## src/rtl/skip_unit_mc.sv

```systemverilog
// Skip decision unit: combines flag/IR microcode conditions, synchronised
// external skip requests and an armed/sticky accumulate mode into a single
// registered active-low skip output.
//
//   mode          | meaning
//   --------------+--------------------------------------------------------
//   idle          | narmed=1, nsticky=1: nskip follows rs and ex each edge
//   armed         | narmed=0, nsticky=1: a true rs latches sticky
//   armed+sticky  | narmed=0, nsticky=0: nskip held low until CLEAR
//   CLEAR (16)    | returns to idle on the same edge, overriding everything
module skip_unit_mc #(
    parameter int              IRW    = 7,
    parameter int              NEXT   = 2,
    parameter int              SYNC   = 1,
    parameter logic [NEXT-1:0] EXT_EN = '1
) (
    input  logic            clk4,
    input  logic            nreset,
    input  logic [IRW-1:0]  ir,
    input  logic [4:0]      cond,
    input  logic            fn,
    input  logic            fz,
    input  logic            fl,
    input  logic            fv,
    input  logic [NEXT-1:0] nskipext,
    output logic            nskip,
    output logic            nsticky,
    output logic            narmed
);

    localparam logic [4:0] COND_V     = 5'd10;
    localparam logic [4:0] COND_L     = 5'd11;
    localparam logic [4:0] COND_Z     = 5'd12;
    localparam logic [4:0] COND_N     = 5'd13;
    localparam logic [4:0] COND_OP2   = 5'd15;
    localparam logic [4:0] COND_CLEAR = 5'd16;
    localparam logic [4:0] COND_ARM   = 5'd17;

    // Synchroniser chain per external channel; stage 0 samples the raw pins.
    logic [NEXT-1:0] sync_q [0:SYNC];

    logic rs;
    logic ex;
    logic sticky;
    logic armed;
    logic sticky_next;
    logic armed_next;

    // IR bits above ir[6] are deliberately ignored by the decode.
    logic unused_ir;
    assign unused_ir = ^ir;

    // Raw flag/IR skip term, decoded from the microcode condition select.
    always_comb begin
        rs = 1'b0;
        case (cond)
            5'd1:     rs = ir[0];
            5'd2:     rs = ir[1];
            5'd3:     rs = ir[2];
            5'd4:     rs = ir[3];
            5'd5:     rs = ir[4];
            5'd6:     rs = ir[5];
            5'd7:     rs = ir[6];
            COND_V:   rs = fv;
            COND_L:   rs = fl;
            COND_Z:   rs = fz;
            COND_N:   rs = fn;
            COND_OP2: rs = (|(ir[3:0] & {fn, fz, fl, fv})) ^ ir[4];
            default:  rs = 1'b0;
        endcase
    end

    // Shift external requests through the synchroniser; reset parks them idle.
    always_ff @(posedge clk4 or negedge nreset) begin
        if (!nreset) begin
            for (int i = 0; i <= SYNC; i++) begin
                sync_q[i] <= '1;
            end
        end else begin
            sync_q[0] <= nskipext;
            for (int i = 1; i <= SYNC; i++) begin
                sync_q[i] <= sync_q[i-1];
            end
        end
    end

    assign ex     = |(~sync_q[SYNC] & EXT_EN);
    assign sticky = ~nsticky;
    assign armed  = ~narmed;

    // Next-state for the accumulate mode; CLEAR wins over both ARM and set.
    always_comb begin
        armed_next  = armed;
        sticky_next = sticky | (armed & rs);
        if (cond == COND_ARM) begin
            armed_next = 1'b1;
        end
        if (cond == COND_CLEAR) begin
            armed_next  = 1'b0;
            sticky_next = 1'b0;
        end
    end

    // Registered outputs; the status registers are held active-low directly.
    always_ff @(posedge clk4 or negedge nreset) begin
        if (!nreset) begin
            nskip   <= 1'b1;
            nsticky <= 1'b1;
            narmed  <= 1'b1;
        end else begin
            nskip   <= ~(rs | ex | sticky_next);
            nsticky <= ~sticky_next;
            narmed  <= ~armed_next;
        end
    end

endmodule

```

## config.mk

```make
export PLATFORM = sky130hd
export DESIGN_NAME = skip_unit_mc
export DESIGN_NICKNAME = d
export VERILOG_FILES = /design/src/rtl/skip_unit_mc.sv
export SDC_FILE = /design/constraint.sdc
export NUM_CORES = 1
export LEC_CHECK = 0
export CELL_PAD_IN_SITES_DETAIL_PLACEMENT = 0
export CELL_PAD_IN_SITES_GLOBAL_PLACEMENT = 2
export CORE_MARGIN = 4
export CORE_UTILIZATION = 18
export CTS_BUF_LIST = sky130_fd_sc_hd__clkbuf_16
export CTS_CLUSTER_DIAMETER = 30
export CTS_CLUSTER_SIZE = 16
export DETAILED_ROUTE_END_ITERATION = 6
export GPL_TIMING_DRIVEN = 1
export HOLD_SLACK_MARGIN = 0.06
export PLACE_DENSITY_LB_ADDON = 0.1
export SYNTH_ARGS = -nofsm -noshare
export SYNTH_HDL_FRONTEND = slang
export SYNTH_SLANG_ARGS = --single-unit
```

## constraint.sdc

```tcl
create_clock -name clk4 -period 0.9 [get_ports clk4]
set_clock_uncertainty 0.1 [all_clocks]
set_input_delay 0.18 -clock clk4 [delete_from_list [all_inputs] [get_ports clk4]]
set_output_delay 0.18 -clock clk4 [all_outputs]
set_load 0.02 [all_outputs]
```

# Word level (Yosys, flattened, before mapping)
# Index checks and enable logic that the tools add are counted.
# W data, S select, Z words.
# totals
ff_bits	7
word_cells	37
in_bits	20
output_inout_bits	3
# classes
bitwise_logic	12
eq_ne	14
muxes	4
reduce_logical	2
# op_table
operator	n
$eq A5 B4 Y1 const B	5
$eq A5 B3 Y1 const B	4
$pmux W1 S12	1
$eq A5 B2 Y1 const B	2
$eq A5 B5 Y1 const B	2
$eq A5 B1 Y1 const B	1
$not A1 Y1	5
$and A4 B4 Y4	1
$reduce_or A4 Y1	1
$mux W1	3
$or A1 B1 Y1	3
$not A2 Y2	1
$reduce_or A2 Y1	1
$and A1 B1 Y1	1
$xor A1 B1 Y1	1

# Depth between registers and ports, before layout
# Gate-level depths: netlist of the first run.
# depth
ltp_word	9
depth_mapped	5
depth_no_buf	4

# Worst setup path after synthesis of the first run
# OpenSTA, ideal clock, no wires.
# synth_timing
path_kind	input port to flip-flop
from	input cond[0]
to	register nskip
path_buffers	1
required_ns	0.710
arrival_ns	1.161
setup_ns	0.090
setup_slack_ns	-0.451
cell_stages	5
cell_sequence	buf_2 -> mux2i_1 -> o21ai_0 -> a221o_1 -> nor4_2
# synth_via
elab_chain_cells	7
elab_cells_between_ends	20
cone_classes	13 x eq/ne; 2 x mux; 5 x bitwise
# synth_lines
element	line_no	rtl
from (decl)	20	input logic [4:0] cond,
$eq A5 B4 Y1, or another cell as far along	56	case (cond)
$pmux W1 S12	56	
$and A1 B1 Y1	94	sticky_next = sticky | (armed & rs);
$or A1 B1 Y1	94	
$mux W1	98	if (cond == COND_CLEAR) begin
$or A1 B1 Y1 *	111	nskip <= ~(rs | ex | sticky_next);
$not A1 Y1 *	111	
to (signal assigned)	111	
to (decl)	26	output logic nskip,
# Every way passes the cells marked *; elsewhere a longest branch is shown, timed or not.

# Worst setup path after layout of the first run
# layout_timing
from	input fn
to	register nsticky
# layout_via
elab_chain_cells	8
# layout_lines
element	line_no	rtl
from (decl)	21	input logic fn,
$and A4 B4 Y4	68	COND_OP2: rs = (|(ir[3:0] & {fn, fz, fl, fv})) ^ ir[4];
$reduce_or A4 Y1	68	
$xor A1 B1 Y1	68	
$pmux W1 S12 *	56	
$and A1 B1 Y1 *	94	
$or A1 B1 Y1 *	94	
$mux W1 *	98	
$not A1 Y1 *	112	nsticky <= ~sticky_next;
to (signal assigned)	112	
to (decl)	27	output logic nsticky,
# Marked as above.

==> results.yml, run 1 <==
status:
  outcome: "finished with violations"
  violations: "negative setup slack"
logic_synthesis:
  synth-adder-area-share_pct: 0
  synth_compound_area_share_pct: 19.5
  yosys.area.top_type_share_pct: 42.7
  netlist_top_cells_area: "dfstp_2 43%, mux2i_1 9.3%, nand2b_1 4.4%"
  postSynthCellCount: 42
  ys_seq_elements: 7
  synth_top_family_by_area: "simple AND/OR/NAND/NOR gates"
  yosys.area_share.xor_xnor_pct: 0
  ys_seq_area_share_pct: 42.7
  syn_area_um2: 430
  yosys.area_share.simple_pct: 26.5
  syn_nets: 62
  yosysWarnings: 0
  synth.avg_cell_area_um2: 10.2
  synth_cell_type_count: 26
  synth_top_area_cell: "dfstp_2"
  synth.area.mux_share_pct: 9.30
cts:
  root_buffer: "clkbuf_16"
  worstSkewPairLatency_ns: 0.23
  cts_tree: "built"
  cts_hold_buffers: 0
  clk_pin_slew_worst_paths_ns: 0.04
  htreeDepth: 1
  numCtsBuffers: 3
  clockBufferDepth: 2
  cts_sinks: 7
timing:
  fin_crit_sh_pct: 130
  fmax_ghz: 0.854
  finalHoldViolCount: 0
  worstMarginPinSlew_ns: 0.316
  finalMaxSlewViolations: 0
  whs_ns: 0.252
  fin_setup_tns_ns: -1.32
  timing.final.crit_period_ns: 1.17
  rsz0062_at_grt: "true"
  setup_viol_count_final: 6
  relSlewSlack_pct: 78.9
  setup_slack_ns: -0.271
drt:
  routed-via-count: 468
  routed_wl_um: 1290
  remaining_drc_errors: 0
  via_per_inst: 4.42
  drt_first_pass_iters: 4
  drtIter0Drc: 5
  wire_per_inst_um: 12.2
  ant_nets: 0
worst_setup_path:
  r2r_setup_slack_ns: -0.25
  crit_arrival_ns: 1.21
  path_max_fanout: 2
  crit_path_end_kind: "flop"
  crit_required_ns: 0.94
  start_kind: "input pin"
  critPathKind: "in2reg"
power:
  peakVddDrop_mv: 1.40
  p_leak_nw: 0.389
  pwr-share-clk_pct: 44.7
  power.internal_mw: 1.25
  p_comb_share_pct: 29.4
  power.switching_mw: 0.389
  p_sw_share_pct: 23.7
  power_density_nw_per_um2: 1860
  seqPwrFrac_pct: 25.8
global_route:
  antenna_found_initial: 0
  grt_max_degree: 9
  overflow: 0
  grt_pass1_vias: 486
  grt_first_pass_wirelength_um: 2020
  grtUsageTotal_pct: 8.12
placed_design:
  hpwl_um: 1030
  placedCellCount: 103
  place_congestion: 0.754
  portBuffers: 22
layout:
  area_growth_pct: 105
  fillerInstances: 239
  fin_nets: 99
  final_util_pct: 39.1
  diodes: 0
  most-common-layout-cells: "10 x buf_4, 7 x dfstp_2, 6 x clkdlybuf4s15_1, 6 x buf_6, 5 x dlygate4sd2_1"
  fin_cells: 106
  layout_commonest_cell: "buf_4"
  drive_above_1_share_pct: 47.4
run:
  maxCapViolations: 0
floorplanning:
  core_area_um2: 2250
  die_h_um: 56.9
  fp-row-count: 17
  die_x_um: 56.9
  start_util_pct: 19.1
  dieArea_um2: 3240
  io_pins: 23
hold_path:
  hold_class: "reg2reg"
[final cells by class]
class	instances	area, µm²	share of cell area (%)
timing repair buffer	33	302	34.2
clock buffer	3	75.1	8.51
inverter	1	3.75	0.426
multi-input combinational	33	279	31.6
tap	28	35.0	3.97
sequential	7	184	20.9
clock inverter	1	3.75	0.426
[metal layers]
metal  track usage [%]  part of all wire (%)
met5                 0                     0
met4              2.98                     0
met3              3.68                   6.8
met2              12.6                    47
met1              9.85                    46
[synth_stat cells]
| cell type | instances |
|---|---|
| nor2_2 | 1 |
| and3_1 | 1 |
| a21o_1 | 2 |
| nand2_1 | 2 |
| nor3b_1 | 1 |
| nor2_1 | 1 |
| nand3b_1 | 1 |
| o21ai_0 | 1 |
| o22ai_1 | 1 |
| nor4_1 | 1 |
| o32a_1 | 1 |
| nor4_2 | 1 |
| o31ai_1 | 1 |
| mux2i_1 | 4 |
| nand3_1 | 2 |
| nor4b_1 | 1 |
| nand2b_1 | 3 |
| o21ai_1 | 1 |
| a21oi_1 | 2 |
| a221o_1 | 1 |
| inv_1 | 1 |
| nand4b_1 | 1 |
| buf_2 | 1 |
| a22oi_1 | 2 |
| nor4bb_1 | 1 |
| dfstp_2 | 7 |
[power by group through the flow]
stage	combinational (mW)	sequential, mW	clock (mW)
floorplan	0.126	0.480	0
global placement	0.464	0.418	0
detailed placement	0.459	0.419	0
CTS	0.467	0.425	0.751
global route	0.524	0.429	0.778
finish	0.483	0.424	0.734
[critical path, stage by stage]
cell     delay [ns]
buf_6          0.09
and3_4         0.16
a21o_1         0.15
a221o_1        0.39
o31ai_2        0.24
[state kept, by name (all words and copies together), names as in the netlist]
register  count
nsticky       1
nskip         1
sync_q        4
narmed        1
[what timing repair did]
action,4_1_cts,5_1_grt
setup buffers,0,0
resized for setup,65,3
pin swaps,12,1
setup endpoints to repair,6,6
[cells by family after synthesis]
logic type,count (synthesis)
compound gates,12
buf+inv,2
flops,7
mux,4
simple gates,17
[worst paths after layout]
check / from / cells after the start / to
setup reg to reg: nsticky / 3 / nsticky
min in group asynchronous: nreset / 1 / nsticky
hold reg to reg: sync_q[3] / 0 / sync_q[1]
setup / recovery: fn / 5 / nsticky
max in group asynchronous: nreset / 1 / sync_q[2]
hold / removal: sync_q[3] / 0 / sync_q[1]
[per-stage QoR]
step | setup slack, ns | cell area (µm²) | power (mW)
5_1_grt | -0.321 | 882 | 1.73
3_3_place_gp | -0.955 | 771 | 0.881
4_1_cts | -0.294 | 872 | 1.64
3_5_place_dp | -0.921 | 771 | 0.877
6_report | -0.271 | 882 | 1.64
2_1_floorplan | -0.312 | 440 | 0.607
No activity file was read; power rests on OpenSTA's default activity.
==> run 2, diff against run 1 <==
--- a/constraint.sdc
+++ b/constraint.sdc
@@ -3,3 +3,3 @@
 set_input_delay 0.18 -clock clk4 [delete_from_list [all_inputs] [get_ports clk4]]
 set_output_delay 0.18 -clock clk4 [all_outputs]
-set_load 0.02 [all_outputs]
+set_load 0.005 [all_outputs]
==> run 2 against run 1 <==
The run still ends with negative setup slack left; power down 5.5%; combinational power fell by 17%; core utilization fell by 0.55 points; critical path depth stayed put; via count is 1.1% lower; die area unchanged; wire length fell by 1.8%; cell count is the same; final area down 1.4%; first-iteration DRC count is 80% higher; critical endpoint unchanged.
==> results.yml, run 2 (synthesis gave the netlist of run 1 again) <==
cts:
  cts_setup_buffers: 0
  root_buffer: "clkbuf_16"
  worstSkewPairLatency_ns: 0.23
  cts_sinks: 7
  clk_pin_slew_worst_paths_ns: 0.04
  cts_hold_buffers: 0
  htreeDepth: 1
  numCtsBuffers: 3
  clockBufferDepth: 2
  cts_tree: "built"
layout:
  diodes: 0
  fin_nets: 99
  final_area_um2: 870
  regMostFlops: "sync_q"
  fillerInstances: 239
  most-common-layout-cells: "10 x buf_4, 7 x dfstp_2, 6 x clkdlybuf4s15_1, 5 x dlygate4sd2_1"
  area_growth_pct: 102
  largest_reg_flops: 4
  layout_commonest_cell: "buf_4"
  drive_above_1_share_pct: 47.4
global_route:
  grt_first_pass_wirelength_um: 2020
  grtUsageTotal_pct: 8.16
  overflow: 0
  antenna_found_initial: 0
  grt_pass1_vias: 491
  grt_max_degree: 9
floorplanning:
  start_util_pct: 19.1
  io_pins: 23
  die_x_um: 56.9
  core_area_um2: 2250
  die_h_um: 56.9
  fp-row-count: 17
  dieArea_um2: 3240
worst_setup_path:
  slowest_delay_ns: 0.38
  crit_path_end_kind: "flop"
  start_kind: "input pin"
  cp_cell_sequence: "buf_6 -> and3_4 -> a21o_1 -> a221o_1 -> o31ai_2"
  path_max_fanout: 2
  critPathKind: "in2reg"
  crit_required_ns: 0.94
  critPathSlowestCell: "a221o_1"
  crit_arrival_ns: 1.21
status:
  outcome: "finished with violations"
  violations: "negative setup slack"
timing:
  timing.final.crit_period_ns: 1.17
  fin_crit_sh_pct: 130
  relSlewSlack_pct: 79.7
  rsz0062_at_grt: "true"
  finalHoldViolCount: 0
  finalMaxSlewViolations: 0
  worstMarginPinSlew_ns: 0.303
  setup_slack_ns: -0.267
  setup_viol_count_final: 6
  fmax_ghz: 0.857
power:
  p_leak_nw: 0.386
  power_density_nw_per_um2: 1780
  peakVddDrop_mv: 1.32
drt:
  remaining_drc_errors: 0
  ant_nets: 0
  drtIter0Drc: 9
  drt_first_pass_iters: 2
  wire_per_inst_um: 11.9
  routed-via-count: 463
  routed_wl_um: 1270
  via_per_inst: 4.37
run:
  maxCapViolations: 0
placed_design:
  place_congestion: 0.754
  hpwl_um: 1030
  dpl_cell_area_um2: 771
  portBuffers: 22
  place_ws_ns: -0.921
hold_path:
  hold_class: "reg2reg"
-- run 2: cell count changes in the layout (fill, tap and decap cells not counted) --
cell and change:
buf_6 -2, buf_2 +2
-- run 2: worst paths after layout --
path                             end  slack [ns]  depth (start not counted)  startpoint
setup / recovery             nsticky       -0.27                          5          fn
hold / removal             sync_q[0]        0.25                          0   sync_q[2]
setup reg to reg             nsticky       -0.23                          3     nsticky
hold reg to reg            sync_q[0]        0.25                          0   sync_q[2]
max in group asynchronous  sync_q[3]        0.31                          1      nreset
min in group asynchronous    nsticky        0.36                          1      nreset
-- run 2: repair_timing --
action / CTS / global route
gates resized for setup: 59 / 4
endpoints found under the setup margin: 6 / 6
pin swaps: 12 / 1
gates cloned: 0 / 0
-- run 2: area by class of cell --
class	count	area, µm²	share of cell area, %
timing repair buffer	33	289	33.2
multi-input combinational	33	279	32.1
sequential	7	184	21.2
clock buffer	3	75.1	8.63
tap	28	35.0	4.03
clock inverter	1	3.75	0.432
inverter	1	3.75	0.432
-- run 2: worst max-delay path, delay by kind of cell --
family / cells / cell delay [ns]
AND/OR/NAND/NOR: 1 / 0.16
buffers and inverters: 1 / 0.09
AO/OA/AOI/OAI: 3 / 0.77
-- run 2: per-layer routing --
layer	global-route usage [%]	share of wire (%)	vias to the layer above	routed length, µm
met5	0	0	-	0
li1	-	-	236	-
met2	12.6	48	17	611
met1	9.85	45	210	564
met4	2.98	0	0	0
met3	3.91	7.0	0	89
-- run 2: where the power goes --
group / leakage, nW / switching (mW) / total (mW) / internal, mW
clock network: 0.0423 / 0.156 / 0.733 / 0.577
logic: 0.270 / 0.161 / 0.403 / 0.242
registers: 0.0734 / 0.0185 / 0.415 / 0.397
total: 0.386 / 0.336 / 1.55 / 1.22
-- run 2: stage by stage --
step           instances  hold WS, ns  power, mW  utilization, %  setup TNS, ns
2_1_floorplan         42      -0.0678      0.560               -         -0.661
3_3_place_gp         103        0.246      0.836            34.2          -3.74
3_5_place_dp         103        0.249      0.832            34.2          -3.66
4_1_cts              106        0.254       1.54            37.8          -1.29
5_1_grt              106        0.260       1.64            38.6          -1.50
6_report             106        0.253       1.55            38.6          -1.24
